**src/rtl/hall_position_decoder_pkg.sv**
```systemverilog
// Shared BLDC Hall types plus the code-to-sector map and sector stepping helpers.
package hall_position_decoder_pkg;

  typedef logic [2:0] hall_states_t;

  typedef enum logic [1:0] {
    DIR_NONE = 2'd0,
    DIR_CW   = 2'd1,
    DIR_CCW  = 2'd2
  } rotation_direction_t;

  localparam logic [2:0] SECTOR_UNKNOWN = 3'd7;

  // 000 and 111 are physically impossible codes and decode to the unknown sector.
  function automatic logic [2:0] hall_to_sector(hall_states_t h);
    case (h)
      3'b101:  return 3'd0;
      3'b100:  return 3'd1;
      3'b110:  return 3'd2;
      3'b010:  return 3'd3;
      3'b011:  return 3'd4;
      3'b001:  return 3'd5;
      default: return SECTOR_UNKNOWN;
    endcase
  endfunction

  function automatic logic [2:0] next_sector(logic [2:0] s);
    return (s == 3'd5) ? 3'd0 : s + 3'd1;
  endfunction

  function automatic logic [2:0] prev_sector(logic [2:0] s);
    return (s == 3'd0) ? 3'd5 : s - 3'd1;
  endfunction

endpackage

```
**src/rtl/hall_position_decoder_input_filter.sv**
```systemverilog
// Two-flop synchroniser plus stability filter; strobes changed_o when a new code is accepted.
module hall_input_filter
  import hall_position_decoder_pkg::*;
#(
  parameter int filter_cycles = 4
) (
  input  logic         clk_i,
  input  logic         rst_ni,
  input  hall_states_t hall_i,
  output hall_states_t code_o,
  output logic         changed_o
);

  localparam int CNT_W = $clog2(filter_cycles + 1);
  localparam logic [CNT_W-1:0] CNT_MAX = CNT_W'(filter_cycles);

  if (filter_cycles < 1) begin : g_chk_filter
    $error("hall_input_filter: filter_cycles must be at least 1");
  end

  hall_states_t     sync1_q, sync2_q, prev_q, acc_q, acc_d;
  logic [CNT_W-1:0] cnt_q, cnt_d;
  logic             chg_q, chg_d;

  // cnt_d is how many consecutive cycles sync2_q has held its present value.
  always_comb begin
    cnt_d = cnt_q;
    acc_d = acc_q;
    chg_d = 1'b0;
    if (sync2_q != prev_q) begin
      cnt_d = CNT_W'(1);
    end else if (cnt_q != CNT_MAX) begin
      cnt_d = cnt_q + CNT_W'(1);
    end
    if (cnt_d == CNT_MAX && sync2_q != acc_q) begin
      acc_d = sync2_q;
      chg_d = 1'b1;
    end
  end

  always_ff @(posedge clk_i) begin
    if (!rst_ni) begin
      sync1_q <= 3'b111;
      sync2_q <= 3'b111;
      prev_q  <= 3'b111;
      acc_q   <= 3'b111;
      cnt_q   <= CNT_MAX;
      chg_q   <= 1'b0;
    end else begin
      sync1_q <= hall_i;
      sync2_q <= sync1_q;
      prev_q  <= sync2_q;
      acc_q   <= acc_d;
      cnt_q   <= cnt_d;
      chg_q   <= chg_d;
    end
  end

  assign code_o    = acc_q;
  assign changed_o = chg_q;

endmodule

```
**src/rtl/hall_position_decoder.sv**
```systemverilog
// Hall decoder: sector/direction tracking, signed position, step period, stall/fault/skip detection.
module hall_position_decoder
  import hall_position_decoder_pkg::*;
#(
  parameter int clk_freq_hz   = 27_000_000,
  parameter int counter_width = 32,
  parameter int period_width  = 24,
  parameter int filter_cycles = 4,
  parameter int idle_ms       = 100
) (
  input  logic                     sys_clk,
  input  logic                     reset_n,
  input  hall_states_t             hall_values,
  input  logic                     clear_fault,
  input  logic                     pos_load,
  input  logic [counter_width-1:0] pos_load_value,
  output logic [2:0]               sector,
  output rotation_direction_t      rotation_direction,
  output logic [counter_width-1:0] position,
  output logic                     step,
  output logic [period_width-1:0]  period,
  output logic                     period_valid,
  output logic                     stalled,
  output logic                     fault_invalid,
  output logic [7:0]               skip_count
);

  typedef enum logic [1:0] {
    ST_INIT    = 2'd0,
    ST_STALLED = 2'd1,
    ST_RUNNING = 2'd2
  } state_t;

  localparam longint IDLE_TICKS = longint'(clk_freq_hz) / 1000 * longint'(idle_ms);
  localparam logic [period_width-1:0] IDLE_P = period_width'(IDLE_TICKS);
  localparam logic [period_width-1:0] PERIOD_UNKNOWN = '1;

  if (IDLE_TICKS >= (longint'(1) << period_width)) begin : g_chk_idle
    $error("hall_position_decoder: idle_ticks does not fit in period_width");
  end

  hall_states_t acc_code;
  logic         acc_changed;

  hall_input_filter #(
    .filter_cycles(filter_cycles)
  ) u_filter (
    .clk_i     (sys_clk),
    .rst_ni    (reset_n),
    .hall_i    (hall_values),
    .code_o    (acc_code),
    .changed_o (acc_changed)
  );

  state_t                   state_q, state_d;
  logic [2:0]               sector_q, sector_d;
  rotation_direction_t      dir_q, dir_d;
  logic [counter_width-1:0] pos_q, pos_d;
  logic                     step_q, step_d;
  logic [period_width-1:0]  period_q, period_d;
  logic                     pval_q, pval_d;
  logic                     stalled_q, stalled_d;
  logic                     fault_q, fault_d;
  logic [7:0]               skip_q, skip_d;
  logic [period_width-1:0]  pcnt_q, pcnt_d;

  logic [2:0]               new_sector;
  logic                     do_step;
  rotation_direction_t      step_dir;

  always_comb begin
    state_d    = state_q;
    sector_d   = sector_q;
    dir_d      = dir_q;
    pos_d      = pos_q;
    step_d     = 1'b0;
    period_d   = period_q;
    pval_d     = 1'b0;
    fault_d    = fault_q;
    skip_d     = skip_q;
    pcnt_d     = (pcnt_q == PERIOD_UNKNOWN) ? pcnt_q : pcnt_q + period_width'(1);
    new_sector = hall_to_sector(acc_code);
    do_step    = 1'b0;
    step_dir   = DIR_NONE;

    // Clearing comes first so an invalid code accepted in the same cycle keeps the fault set.
    if (clear_fault) fault_d = 1'b0;

    if (acc_changed) begin
      if (new_sector == SECTOR_UNKNOWN) begin
        sector_d = SECTOR_UNKNOWN;
        fault_d  = 1'b1;
        dir_d    = DIR_NONE;
        period_d = PERIOD_UNKNOWN;
        state_d  = ST_INIT;
      end else if (state_q == ST_INIT) begin
        sector_d = new_sector;
        dir_d    = DIR_NONE;
        state_d  = ST_STALLED;
      end else if (new_sector == next_sector(sector_q)) begin
        do_step  = 1'b1;
        step_dir = DIR_CW;
      end else if (new_sector == prev_sector(sector_q)) begin
        do_step  = 1'b1;
        step_dir = DIR_CCW;
      end else begin
        sector_d = new_sector;
        skip_d   = (skip_q == 8'hFF) ? skip_q : skip_q + 8'd1;
        dir_d    = DIR_NONE;
        period_d = PERIOD_UNKNOWN;
        pcnt_d   = period_width'(1);
        state_d  = ST_STALLED;
      end
    end else if (state_q == ST_RUNNING && pcnt_q >= IDLE_P) begin
      dir_d    = DIR_NONE;
      period_d = PERIOD_UNKNOWN;
      state_d  = ST_STALLED;
    end

    if (do_step) begin
      sector_d = new_sector;
      step_d   = 1'b1;
      dir_d    = step_dir;
      state_d  = ST_RUNNING;
      pcnt_d   = period_width'(1);
      pos_d    = (step_dir == DIR_CW) ? pos_q + counter_width'(1)
                                      : pos_q - counter_width'(1);
      // A period is only meaningful between two steps of the same running direction.
      if (state_q == ST_RUNNING && dir_q == step_dir) begin
        pval_d   = 1'b1;
        period_d = pcnt_q;
      end
    end

    if (pos_load) pos_d = pos_load_value;

    stalled_d = (state_d != ST_RUNNING);
  end

  always_ff @(posedge sys_clk) begin
    if (!reset_n) begin
      state_q   <= ST_INIT;
      sector_q  <= SECTOR_UNKNOWN;
      dir_q     <= DIR_NONE;
      pos_q     <= '0;
      step_q    <= 1'b0;
      period_q  <= PERIOD_UNKNOWN;
      pval_q    <= 1'b0;
      stalled_q <= 1'b1;
      fault_q   <= 1'b0;
      skip_q    <= 8'd0;
      pcnt_q    <= PERIOD_UNKNOWN;
    end else begin
      state_q   <= state_d;
      sector_q  <= sector_d;
      dir_q     <= dir_d;
      pos_q     <= pos_d;
      step_q    <= step_d;
      period_q  <= period_d;
      pval_q    <= pval_d;
      stalled_q <= stalled_d;
      fault_q   <= fault_d;
      skip_q    <= skip_d;
      pcnt_q    <= pcnt_d;
    end
  end

  assign sector             = sector_q;
  assign rotation_direction = dir_q;
  assign position           = pos_q;
  assign step               = step_q;
  assign period             = period_q;
  assign period_valid       = pval_q;
  assign stalled            = stalled_q;
  assign fault_invalid      = fault_q;
  assign skip_count         = skip_q;

endmodule

```
**config.mk**
```make
export PLATFORM = sky130hd
export DESIGN_NAME = hall_position_decoder
export DESIGN_NICKNAME = d
export VERILOG_FILES = /design/src/rtl/hall_position_decoder_pkg.sv /design/src/rtl/hall_position_decoder_input_filter.sv /design/src/rtl/hall_position_decoder.sv
export SDC_FILE = /design/constraint.sdc
export NUM_CORES = 1
export LEC_CHECK = 0
export ABC_AREA = 1
export ABC_CLOCK_PERIOD_IN_PS = 3600
export CORE_ASPECT_RATIO = 1.75
export CORE_MARGIN = 2
export CORE_UTILIZATION = 55
export CTS_CLUSTER_DIAMETER = 100
export DETAILED_ROUTE_END_ITERATION = 16
export PLACE_DENSITY = 0.8
export SLEW_MARGIN = 20
export SYNTH_ARGS = -nofsm -noshare
export SYNTH_HDL_FRONTEND = slang
export SYNTH_SLANG_ARGS = --single-unit
export TNS_END_PERCENT = 30
```
**constraint.sdc**
```tcl
create_clock -name sys_clk -period 3.6 [get_ports sys_clk]
set_clock_uncertainty 0.05 [all_clocks]
set_input_delay 0.9 -clock sys_clk [delete_from_list [all_inputs] [get_ports sys_clk]]
set_output_delay 0.9 -clock sys_clk [all_outputs]
set_load 0.01 [all_outputs]
```
Word-level counts from Yosys, hierarchy flattened
Index checks and enable logic that the tools add are counted.

Register bits after elaboration: 115. Bits in latches: 0. Memory bits (writable): 0. Bits in read-only memories: 0. Bits of input ports: 39. Output and inout port bits: 73. Memories kept: 0.

Add/subtract/negate cells: 7. Multipliers: 0. Divide/modulo/power cells: 0. Magnitude comparators: 1. Eq/ne operators: 24. Shift-type cells: 0. Multiplexer cells: 59. Bitwise logic cells: 6. Reduce and logical (&&, ||, !) cells: 13.

Operators with widths (count): 24-bit 2-to-1 mux (15); 32-bit 2-to-1 mux (3); 2-bit 2-to-1 mux (19); 32-bit by 1-bit adder with 32-bit output, second input constant (1); 32-bit by 1-bit subtractor with 32-bit output, second input constant (1); 3-bit 2-to-1 mux (10); 24-bit by 1-bit adder with 24-bit output, second input constant (1); 24-bit == test, second input constant (1); 24-bit by 22-bit >= comparator with 1-bit output, second input constant (1); 3-bit == test, second input constant (6); 3-bit one-hot mux with 6 select lines (1); 1-bit 2-to-1 mux (11); 5-bit != test, second input constant (2); 8-bit by 1-bit adder with 8-bit output, second input constant (1); 8-bit == test, second input constant (1); 4-bit != test, second input constant (2); 3-bit by 1-bit adder with 3-bit output, second input constant (2); 3-bit by 2-bit == test with 1-bit output, second input constant (2); 3-bit == test (2); 3-bit != test (2); 1-bit NOT (6); 3-bit AND reduction (2); 6-bit AND reduction (1); 2-bit nonzero test (2); other kinds (13) (15).

Longest topological paths before layout
Gate-level depths: netlist of the first run.

Depth in word-level cells: 12. Depth in mapped cells: 24. Mapped depth without buffers: 23.

By module
From an unflattened synthesis of the first run, not the netlist that was laid out.

Cells, all modules: 1226. Area total of the unflattened synthesis: 7757.4 µm².

By module, submodules not included: hall_position_decoder (instances 1, cells an instance 1153, area an instance 7119.3 µm², seq. area each 1981.9 µm²); hall_input_filter (instances 1, cells an instance 73, area an instance 638.1 µm², seq. area each 320.3 µm²).

Least setup slack after synthesis of the first run
No wires, ideal clock.

Path type: reg-to-reg. Start: reg u_filter.acc_q[1], in the netlist u_filter.code_o[1]. End: reg pos_q[27], in the netlist position[27]. Arrival: 2.975 ns. Data required time: 3.418 ns. Setup slack: 0.443 ns. Cell stages (with the launch flop): 24. Cells stage by stage: dfxtp_1 buf_2 inv_1 nand2_2 nand3_2 nand2_1 nand2_1 nand2_2 nand2_4 nor2_4 inv_1 ha_1 a21oi_1 nand2_1 nand2_1 nand2_1 nand2_1 nand2_1 nand2_1 nand2_1 nand2_1 nand3_1 nand2_1 a21oi_1.

Longest elaborated chain between the ends: 12. Elaborated cells between the ends (all ways): 25. Those cells by class: eq/ne: 10; mux: 14; reduce/logical: 1.

Ends and longest elaborated chain: start, declared (RTL line hall_position_decoder_input_filter.sv:21) `hall_states_t sync1_q, sync2_q, prev_q, acc_q, acc_d;`; start signal, assigned (RTL line hall_position_decoder_input_filter.sv:46) `acc_q <= 3'b111;`; start signal, assigned (RTL line hall_position_decoder_input_filter.sv:53) `acc_q <= acc_d;`; 3-bit by 1-bit == test with 1-bit output (tied with other cells) (RTL line hall_position_decoder_pkg.sv:16) `case (h)`; 3-bit one-hot mux with 6 select lines * (RTL line hall_position_decoder_pkg.sv:16); 3-bit == test (RTL line hall_position_decoder.sv:103) `end else if (new_sector == prev_sector(sector_q)) begin`; 2-bit 2-to-1 mux (RTL line hall_position_decoder.sv:103); 2-bit 2-to-1 mux (RTL line hall_position_decoder.sv:100) `end else if (new_sector == next_sector(sector_q)) begin`; 2-bit 2-to-1 mux (RTL line hall_position_decoder.sv:96) `end else if (state_q == ST_INIT) begin`; 2-bit 2-to-1 mux (RTL line hall_position_decoder.sv:90) `if (new_sector == SECTOR_UNKNOWN) begin`; 2-bit 2-to-1 mux (RTL line hall_position_decoder.sv:89) `if (acc_changed) begin`; 2-bit by 1-bit == test with 1-bit output (RTL line hall_position_decoder.sv:126) `pos_d = (step_dir == DIR_CW) ? pos_q + counter_width'(1)`; 32-bit 2-to-1 mux (RTL line hall_position_decoder.sv:126); 32-bit 2-to-1 mux (RTL line hall_position_decoder.sv:120) `if (do_step) begin`; 32-bit 2-to-1 mux (RTL line hall_position_decoder.sv:135) `if (pos_load) pos_d = pos_load_value;`; end signal, assigned (RTL line hall_position_decoder.sv:157) `pos_q <= pos_d;`; end, declared (RTL line hall_position_decoder.sv:58) `logic [counter_width-1:0] pos_q, pos_d;`.

Every way passes the cells marked *; elsewhere a longest branch is shown, timed or not. The select of a mux whose other input is x is not followed. A chain may end at the register's enable or synchronous reset.

Worst setup path after layout of the first run
Start: reg u_filter.acc_q[0], in the netlist u_filter.code_o[0]. End: reg pos_q[23], in the netlist position[23].

Same word-level chain as after synthesis.

==> reports/results.tsv, run 1 <==
metric	value	unit
status	finished clean	
DP HPWL	21600	um
hold buffer count at CTS	0	
antenna violations before repair	3	
Post-synth EDFFs	0	
Cell variety after synth	46	
Core ar.	14200	um^2
Final Critical Period	3400	ps
syn avg cell area	6.41	um^2
vias per cell	5.67	
Final Util	0.694	
R2R Path Start	u_filter.code_o[0]	
CP cell instances	inv_2 -> nand2_2 -> nand2_2 -> nand3_1 -> nand2_1 -> nor2_4 -> nand2_4 -> nor2_4 -> inv_1 -> buf_4 -> ha_1 -> nand2_1 -> nor2_1 -> nand2_1 -> inv_1 -> nand3_1 -> nand4_1 -> nand3_1 -> nand2_1 -> a21oi_1	
Hold Path Class	flop to flop	
Fin. Hold Viols	0	
Mapped Cells	1240	
GR Overflow Total	0	
Die Wd	94.9	um
CTS Buf Count	17	
filler cell count	1289	
maximum number of pins on one net before global-route repair	69	
CP bufs+invs	4	
leakage power	4.88	nW
Slew headroom	0.346	
Nets	1426	
layout cells sized above 1	0.0860	
Max Buffers Root-to-Sink	2	
Peak VDD IR	0.365	mV
CTS tree	built	
WS Path Type	flop to flop	
IO Pins	112	
CP peak stage delay	490	ps
Final ANT Viol Nets	0	
R2R depth	20	
Rows	58	
clock transition at the registers of the reported paths	60	ps
Clock Latency Late Sink	420	ps
Crit. Startpoint	u_filter.code_o[0]	
met3 WL post-DR	1270	um
Req. time, crit path	3840	ps
reg2reg setup slack	200	ps
HP Start	u_filter.sync1_q[1]	
Routed met2 length	15100	um
FF+latch count, synth	115	
Total Power	6.05	mW
Max Slew Vio Count	0	
Synthesized Nets	1318	
period utilisation layout	0.945	
Final Setup Violations	0	
cell mode on critical path	nand2_1	
vias post-DR	8745	
reg2reg end	position[23]	
die area	15500	um^2
Initial Utilization	0.559	
routed length on met1	8860	um
Max Clock Freq	294	MHz
vias in the first global route	8735	
slowest cell on the critical path	dfxtp_1	
Area growth, synth to finish	24.3	%
iteration count of the initial detailed-routing pass	7	
CP Capture Type	flop	
Post-synth top flop	dfxtp_1	
Synthesis Warnings	0	
top layer reached by signal wires	met4	
unrepaired setup endpoints after global routing	yes	
crit path launch type	flop	
DRT iter0 DRCs	411	
post-synthesis sequential area ratio	0.290	
Root Driver	clkbuf_16	
CTS sink cnt	115	
Max-Cap Viols	0	
critical-path maximum fanout	19	
Die H	163	um
slew of the pin with the lowest slew margin	978	ps
# DRC	0	
first-pass GRT wire length	43500	um
WL/cell	18.3	um
WP data arrival	3640	ps
final WL	28300	um
H-tree Lvls	4	
Post-Syn Area	7950	um^2
hold depth	1	
Async SR Flop Fraction	0	
number of buffers added on ports	111	
Power Density	613	nW/um^2
gr usage total	0.376	
Placer Congestion	1.04	
hold worst-path end	u_filter.sync2_q[1]	
Crit path max-delay family	simple AND/OR/NAND/NOR gates	
## state kept, by name, summed over array words and instances, names as in the netlist, 3 cells and up
register,flops
u_filter.sync2_q,3
u_filter.cnt_q,3
u_filter.sync1_q,3
sector,3
period,24
skip_count,8
u_filter.prev_q,3
pcnt_q,24
u_filter.code_o,3
position,32
## synth_stat cells (12+ instances only)
library cell / instances / share of area
nand2_1: 356 / 0.17
clkbuf_1: 18 / 0.0085
xor2_1: 15 / 0.017
nand4_1: 43 / 0.034
nor3_1: 20 / 0.013
buf_2: 12 / 0.0076
nand3_2: 20 / 0.025
ha_1: 38 / 0.060
a21oi_1: 99 / 0.062
dfxtp_1: 115 / 0.29
nand3_1: 82 / 0.052
inv_1: 142 / 0.067
nor2_1: 121 / 0.057
o21ai_0: 55 / 0.035
## what timing repair did
action / in CTS / in global routing
resized for setup: 0 / 7
hold endpoints to repair: 0 / 0
buffers inserted: 0 / 2
endpoints found under the setup margin: 0 / 19
## logic make-up (layout without fill, tap and decap cells)
logic type	count (synthesis)	after routing	share of synthesized area
AOI/OAI and AO/OA	185	185	0.126
xor gates and xnor gates	21	21	0.0231
adders and majority gates	39	39	0.0624
buffers and inverters	191	311	0.100
DFF	115	115	0.290
other	0	3	0
and+or+nand+nor	689	689	0.399
## worst max path at each step
stage | depth (start not counted) | to
floorplan | 23 | position[27]
CTS | 19 | position[12]
global route | 21 | position[29]
global placement | 19 | position[12]
finish | 20 | position[23]
detailed placement | 19 | position[12]
## placed cells by master (no fill, tap or decap), drive strengths merged, types with 7 or more instances in the layout
cell type / synthesis / routed
a21oi: 99 / 99
buf: 21 / 18
clkbuf: 18 / 17
clkdlybuf4s50: 0 / 110
clkinv: 3 / 8
dfxtp: 115 / 115
ha: 38 / 38
inv: 149 / 152
nand2: 370 / 370
nand3: 103 / 103
nand3b: 7 / 7
nand4: 44 / 44
nor2: 128 / 128
nor3: 20 / 20
o21ai: 57 / 57
or2: 9 / 9
xor2: 15 / 15
## worst reg2reg max path: stages, from the launching register on
cell and delay [ps]:
dfxtp_1 490, inv_2 90, nand2_2 100, nand2_2 70
nand3_1 70, nand2_1 90, nor2_4 130, nand2_4 100
nor2_4 140, inv_1 80, buf_4 220, ha_1 460
nand2_1 130, nor2_1 250, nand2_1 110, inv_1 100
nand3_1 170, nand4_1 140, nand3_1 110, nand2_1 110
a21oi_1 60
## report_power, final
group / leakage [nW] / switching [mW] / total (mW) / internal, mW
combinational: 3.61 / 1.59 / 2.39 / 0.808
clock: 0.328 / 0.687 / 1.99 / 1.31
sequential: 0.940 / 0.222 / 1.67 / 1.44
total: 4.88 / 2.50 / 6.05 / 3.56
## layout make-up
cell class | instances | area [um^2] | area share
Clock buffer | 17 | 425 | 0.0431
Antenna cell | 3 | 7.51 | 0.000760
Sequential cell | 115 | 2310 | 0.233
Multi-Input combinational cell | 934 | 4860 | 0.492
Tap cell | 180 | 225 | 0.0228
Inverter | 152 | 573 | 0.0580
Timing Repair Buffer | 128 | 1230 | 0.125
Clock inverter | 14 | 250 | 0.0253
## metal layers
layer,vias up,track usage
met5,-,0
met4,0,0.356
met3,170,0.0789
met2,350,0.700
met1,3957,0.312
li1,4268,-
## metrics by stage
stage / instances / worst slack (ps) / setup TNS, ps / hold slack [ps] / area [um^2]
after global placement: 1507 / 182 / 0 / 345 / 9170
final: 1543 / 199 / 0 / 360 / 9880
after CTS: 1538 / 42.2 / 0 / 361 / 9840
after detailed placement: 1507 / 63.7 / 0 / 349 / 9170
after global routing: 1543 / -32.2 / -33.2 / 365 / 9880
after floorplan: 1240 / 443 / 0 / 343 / 7950
No activity file was read; power rests on OpenSTA's default activity.
==> run 2: changes to the inputs <==
Settings changed: SKIP_LAST_GASP set to 1.
==> run 2 against run 1 <==
Against the previous run: sequential share of layout area about the same; cell count did not move; die area unchanged; critical endpoint is now position[26]; largest power group unchanged; highest routed layer unchanged.
==> reports/results.tsv, run 2 (synthesized netlist as in run 1, its figures left out) <==
metric	value	unit	change
status	finished clean		
pre-CTS setup slack	63.7	ps	unchanged
crit path launch type	flop		
Die H	163	um	unchanged
hold buffer count at CTS	0		unchanged
Die Wd	94.9	um	unchanged
final worst slack	198	ps	-1.02 ps
unrepaired setup endpoints after global routing	yes		
leakage power	4.88	nW	about the same
DRT iter0 DRCs	404		-1.7%
reg2reg end	position[26]		
Clock Latency Late Sink	430	ps	about the same
Req. time, crit path	3840	ps	about the same
critical-path maximum fanout	19		unchanged
Max Clock Freq	294	MHz	about the same
DP HPWL	21600	um	unchanged
CP cell instances	inv_2 -> nand2_2 -> nand2_2 -> nand3_1 -> nand2_1 -> nor2_4 -> nand2_4 -> nor2_4 -> inv_1 -> buf_4 -> ha_1 -> nand2_1 -> nor2_1 -> inv_1 -> nor3_1 -> nand2_1 -> nand3_1 -> nand2_1 -> nand2_1 -> nor2_1 -> nor2_1 -> nor2_1		
IO Pins	112		unchanged
CP Capture Type	flop		
number of buffers added on ports	111		unchanged
clock transition at the registers of the reported paths	60	ps	about the same
vias per cell	5.67		+0.10%
Hold Path Class	flop to flop		
WP data arrival	3640	ps	about the same
CTS sink cnt	115		unchanged
Initial Utilization	0.559		unchanged
cell mode on critical path	nand2_1		
Final Util	0.694		about the same
Fin. Hold Viols	0		unchanged
Max Buffers Root-to-Sink	2		unchanged
Peak VDD IR	0.366	mV	+0.37%
Nets	1426		unchanged
Final Critical Period	3400	ps	+1.02 ps
Final ANT Viol Nets	0		unchanged
Slew headroom	0.352		+0.00527
slowest cell on the critical path	dfxtp_1		
DP Cell Count	1507		unchanged
R2R Path Start	u_filter.code_o[0]		
Rows	58		unchanged
CTS Buf Count	17		unchanged
Placer Congestion	1.04		unchanged
Setup TNS	0	ps	unchanged
post-route insts no fill	1543		unchanged
Core ar.	14200	um^2	unchanged
die area	15500	um^2	unchanged
Final Setup Violations	0		unchanged
slew of the pin with the lowest slew margin	970	ps	-7.89 ps
Area growth, synth to finish	24.2	%	about the same
R2R depth	22		+10%
H-tree Lvls	4		unchanged
Max-Cap Viols	0		unchanged
Root Driver	clkbuf_16		
Crit. Startpoint	u_filter.code_o[0]		
CP peak stage delay	490	ps	about the same
layout cells sized above 1	0.0846		-0.00147
iteration count of the initial detailed-routing pass	8		+1
Power Density	613	nW/um^2	about the same
first-pass GRT wire length	43500	um	unchanged
commonest non-fill, non-tap cells in the layout	nand2_1, inv_1, nor2_1		
vias post-DR	8754		+0.10%
final WL	28300	um	+0.14%
gr usage total	0.376		unchanged
WS Path Type	flop to flop		
capture point of the critical path	position[26]		
Final Hold Slack	358	ps	-2.65 ps
CTS tree	built		
reg2reg setup slack	200	ps	about the same
vias in the first global route	8735		unchanged
max FFs per register	32		unchanged
# DRC	0		unchanged
period utilisation layout	0.945		about the same
filler cell count	1291		+0.16%
antenna violations before repair	3		unchanged
WL/cell	18.4	um	+0.14%
Max Slew Vio Count	0		unchanged
commonest non-fill, non-tap cell in the layout	nand2_1		
GR Overflow Total	0		unchanged
maximum number of pins on one net before global-route repair	69		unchanged
## run 2: cell types whose count changed in the layout (fill, tap and decap cells not counted)
cell / previous run / this run
ha_2: 2 / 0
ha_1: 36 / 38
## run 2: how the worst min path moves through the flow
| stage | slack [ps] | end | cells after the start | from |
|---|---|---|---|---|
| floorplan | 340 | u_filter.sync2_q[0] | 1 | u_filter.sync1_q[0] |
| CTS | 360 | u_filter.sync2_q[1] | 1 | u_filter.sync1_q[1] |
| finish | 360 | u_filter.sync2_q[1] | 1 | u_filter.sync1_q[1] |
| global route | 360 | u_filter.sync2_q[1] | 1 | u_filter.sync1_q[1] |
| detailed placement | 350 | u_filter.sync2_q[2] | 1 | u_filter.sync1_q[2] |
| global placement | 350 | u_filter.sync2_q[0] | 1 | u_filter.sync1_q[0] |
## run 2: layout make-up
type | count | area [um^2] | area share
Multi-Input combinational cell | 934 | 4850 | 0.491
Sequential cell | 115 | 2310 | 0.234
Timing Repair Buffer | 128 | 1230 | 0.125
Inverter | 152 | 573 | 0.0580
Clock buffer | 17 | 425 | 0.0431
Clock inverter | 14 | 250 | 0.0253
Tap cell | 180 | 225 | 0.0228
Antenna cell | 3 | 7.51 | 0.000760
## run 2: power breakdown
part           total, mW  internal [mW]  switching, mW
clock               1.99           1.31          0.685
sequential          1.67           1.44          0.223
combinational       2.39          0.807           1.58
total               6.05           3.56           2.49
## run 2: routing by layer
metal	track usage	share of wire	wire (um)
met5	0	0	0
met4	0.356	0.11	3130
met3	0.0789	0.048	1350
met2	0.700	0.53	15000
met1	0.312	0.31	8850
## run 2: through the flow
stage          power (mW)  cell area [um^2]
2_1_floorplan        3.31              7950
4_1_cts              6.00              9840
3_5_place_dp         4.01              9170
5_1_grt              6.42              9870
6_report             6.05              9870
3_3_place_gp         4.00              9170
## run 2: timing repair
action / CTS / global route
endpoints found under the setup margin: 0 / 19
hold endpoints to repair: 0 / 0
setup buffers: 0 / 2
gates resized for setup: 0 / 5
## run 2: worst max-delay path: cells and delay by family, from the launching register on
kind,cells,cell delay (ps)
fa+ha+maj,1,440
buf+inv,4,500
simple gates,17,1760
flops,1,490
==> run 3: changes to the inputs <==
Settings changed: ABC_AREA 1 to not set, PLACE_DENSITY 0.8 to 0.81.
==> run 3 against run 2 <==
Against the previous run: the run now ends with setup timing left; count of clock-buffer cells in the layout stayed put; flip-flop and latch count unchanged; critical path depth fell by 6; critical path type unchanged; highest routed layer unchanged.
==> reports/results.tsv, run 3 <==
metric	value	unit	change
status	finished with violations		
failing checks	setup timing		
cell mode on critical path	buf_4		
FF+latch count, synth	115		unchanged
Die Wd	91.4	um	-3.6%
Req. time, crit path	3880	ps	+40 ps
IO Pins	112		unchanged
Root Driver	clkbuf_16		
Post-Syn Area	7350	um^2	-7.5%
first-pass GRT wire length	40600	um	-6.8%
CP cell instances	or3b_4 -> nor3_2 -> nor4_2 -> a211oi_4 -> clkinvlp_4 -> buf_12 -> buf_4 -> ha_4 -> o211ai_1 -> o211a_1 -> nor3_4 -> or2_4 -> buf_4 -> nand4_1 -> and4_1 -> o32ai_1		
Die H	157	um	-3.7%
Area growth, synth to finish	47.2	%	
Max Buffers Root-to-Sink	2		unchanged
Max-Cap Viols	0		unchanged
syn avg cell area	8.19	um^2	+28%
Final Util	0.832		+0.138
Hold Path Class	flop to flop		
Initial Utilization	0.565		+0.00660
commonest non-fill, non-tap cells in the layout	buf_4, dfxtp_1, clkdlybuf4s50_1		
Post-synth EDFFs	0		unchanged
final WL	26000	um	-8.1%
Max Slew Vio Count	0		unchanged
Slew headroom	0.315		-0.0371
WP data arrival	4150	ps	+510 ps
Clock Latency Late Sink	430	ps	about the same
most frequent cell after synthesis	dfxtp_1		
WS Path Type	flop to flop		
Async SR Flop Fraction	0		unchanged
commonest non-fill, non-tap cell in the layout	buf_4		
vias post-DR	8214		-6.2%
slowest cell on the critical path	or3b_4		
Fin. Hold Viols	0		unchanged
ranking of synthesized cells by area	dfxtp_1, ha_1, mux2i_1		
iteration count of the initial detailed-routing pass	6		-2
Final ANT Viol Nets	0		unchanged
gr usage total	0.351		-0.0251
die area	14300	um^2	-7.2%
vias in the first global route	8229		-5.8%
CP Capture Type	flop		
Total Power	4.91	mW	-19%
H-tree Lvls	4		unchanged
Rows	55		-5.2%
Power Density	454	nW/um^2	-26%
slew of the pin with the lowest slew margin	1020	ps	+50.2 ps
critical-path maximum fanout	7		-12
# DRC	0		unchanged
antenna violations before repair	0		-3
CTS sink cnt	115		unchanged
final worst slack	-271	ps	-469 ps
Internal Power	3.15	mW	-12%
Sw Ratio	0.359		-0.0526
top-area cell type share of the netlist area	0.313		+0.0234
Synthesized Nets	976		-26%
maximum number of pins on one net before global-route repair	66		-4.3%
clock share of power	0.349		+0.020
Setup TNS	-2290	ps	-2290 ps
Final Critical Period	3870	ps	+469 ps
Post-synth top flop	dfxtp_1		
P_sw	1.77	mW	-29%
crit path launch type	flop		
combinational share of power	0.335		-0.060
Cell variety after synth	76		+65%
GR Overflow Total	0		unchanged
CTS Buf Count	17		unchanged
CP peak stage delay	410	ps	-80 ps
Placer Congestion	0.942		-9.0%
hold buffer count at CTS	0		unchanged
WL/cell	19.8	um	+8.0%
Final Setup Violations	22		+22
Mapped Cells	898		-28%
clock transition at the registers of the reported paths	60	ps	about the same
unrepaired setup endpoints after global routing	yes		
# diodes	0		-3
max FFs per register	32		unchanged
Peak VDD IR	0.431	mV	+18%
Synth top cells by count	dfxtp_1, nor2_1, o21ai_0		
Crit path max-delay family	simple AND/OR/NAND/NOR gates		
DRT iter0 DRCs	492		+22%
vias per cell	6.26		+10%
post-synthesis sequential area ratio	0.313		+0.0234
Nets	1207		-15%
Synthesis Warnings	0		unchanged
area leader, netlist	dfxtp_1		
sequential power share	0.316		+0.040
layout cells sized above 1	0.251		+0.167
Max Clock Freq	258	MHz	-12%
Core ar.	13000	um^2	-8.6%
number of buffers added on ports	111		unchanged
period utilisation layout	1.08		+0.130
CTS tree	built		
DP HPWL	16900	um	-22%
CP bufs+invs	4		unchanged
leakage power	4.26	nW	-13%
pre-CTS setup slack	-331	ps	-395 ps
-- run 3: logic make-up (layout without fill, tap and decap cells) --
family          count (synthesis)  in the layout  share of synthesized area
buf+inv                        71            315                     0.0454
xor+xnor                       53             53                     0.0631
flops                         115            115                      0.313
mux                            39             39                     0.0553
simple gates                  341            341                      0.247
compound gates                240            240                      0.208
fa+ha+maj                      39             39                     0.0674
-- run 3: worst paths after layout --
check | start | endpoint | slack [ps] | depth (start not counted)
setup reg to reg | u_filter.code_o[1] | position[31] | -270 | 16
hold / removal | u_filter.sync1_q[0] | u_filter.sync2_q[0] | 360 | 1
hold reg to reg | u_filter.sync1_q[0] | u_filter.sync2_q[0] | 360 | 1
setup / recovery | u_filter.code_o[1] | position[31] | -270 | 16
-- run 3: routing by layer --
layer	vias up	wire length (um)	global-route usage	share of wire
li1	3742	-	-	-
met1	3871	8850	0.357	0.34
met2	446	13900	0.659	0.53
met3	155	1660	0.0584	0.064
met4	0	1620	0.211	0.062
met5	-	0	0	0
-- run 3: layout make-up --
type                            count  area (um^2)
Clock inverter                     15          164
Multi-Input combinational cell    712         5280
Timing Repair Buffer              262         2340
Clock buffer                       17          425
Sequential cell                   115         2310
Inverter                           21         82.6
Tap cell                          171          214
Fill cell                         777         2180
-- run 3: timing repair --
| item | CTS | global route |
|---|---|---|
| gates cloned | 2 | 0 |
| setup endpoints to repair | 21 | 26 |
| pin swaps | 22 | 7 |
| resized for setup | 80 | 28 |
| buffers inserted | 8 | 0 |
-- run 3: stage by stage --
stage          area [um^2]  cells  hold WS [ps]
2_1_floorplan         7400    898           336
3_3_place_gp          9570   1271           339
3_5_place_dp          9570   1271           349
4_1_cts              10700   1313           359
5_1_grt              10800   1313           369
6_report             10800   1313           355
-- run 3: power groups by stage --
stage / Clock [mW] / Sequential (mW) / Combinational [mW]
2_1_floorplan: 0 / 1.52 / 0.967
3_3_place_gp: 0 / 1.56 / 1.40
3_5_place_dp: 0 / 1.56 / 1.43
4_1_cts: 1.71 / 1.54 / 1.55
5_1_grt: 1.77 / 1.56 / 1.78
6_report: 1.71 / 1.55 / 1.65
-- run 3: worst reg2reg max path, delay by kind of cell (launching register included) --
family                   cells  cell delay [ps]
AO/OA/AOI/OAI                4              940
adder cells (fa/ha/maj)      1              290
buffers and inverters        4              660
flip-flops                   1              370
AND/OR/NAND/NOR              7             1460
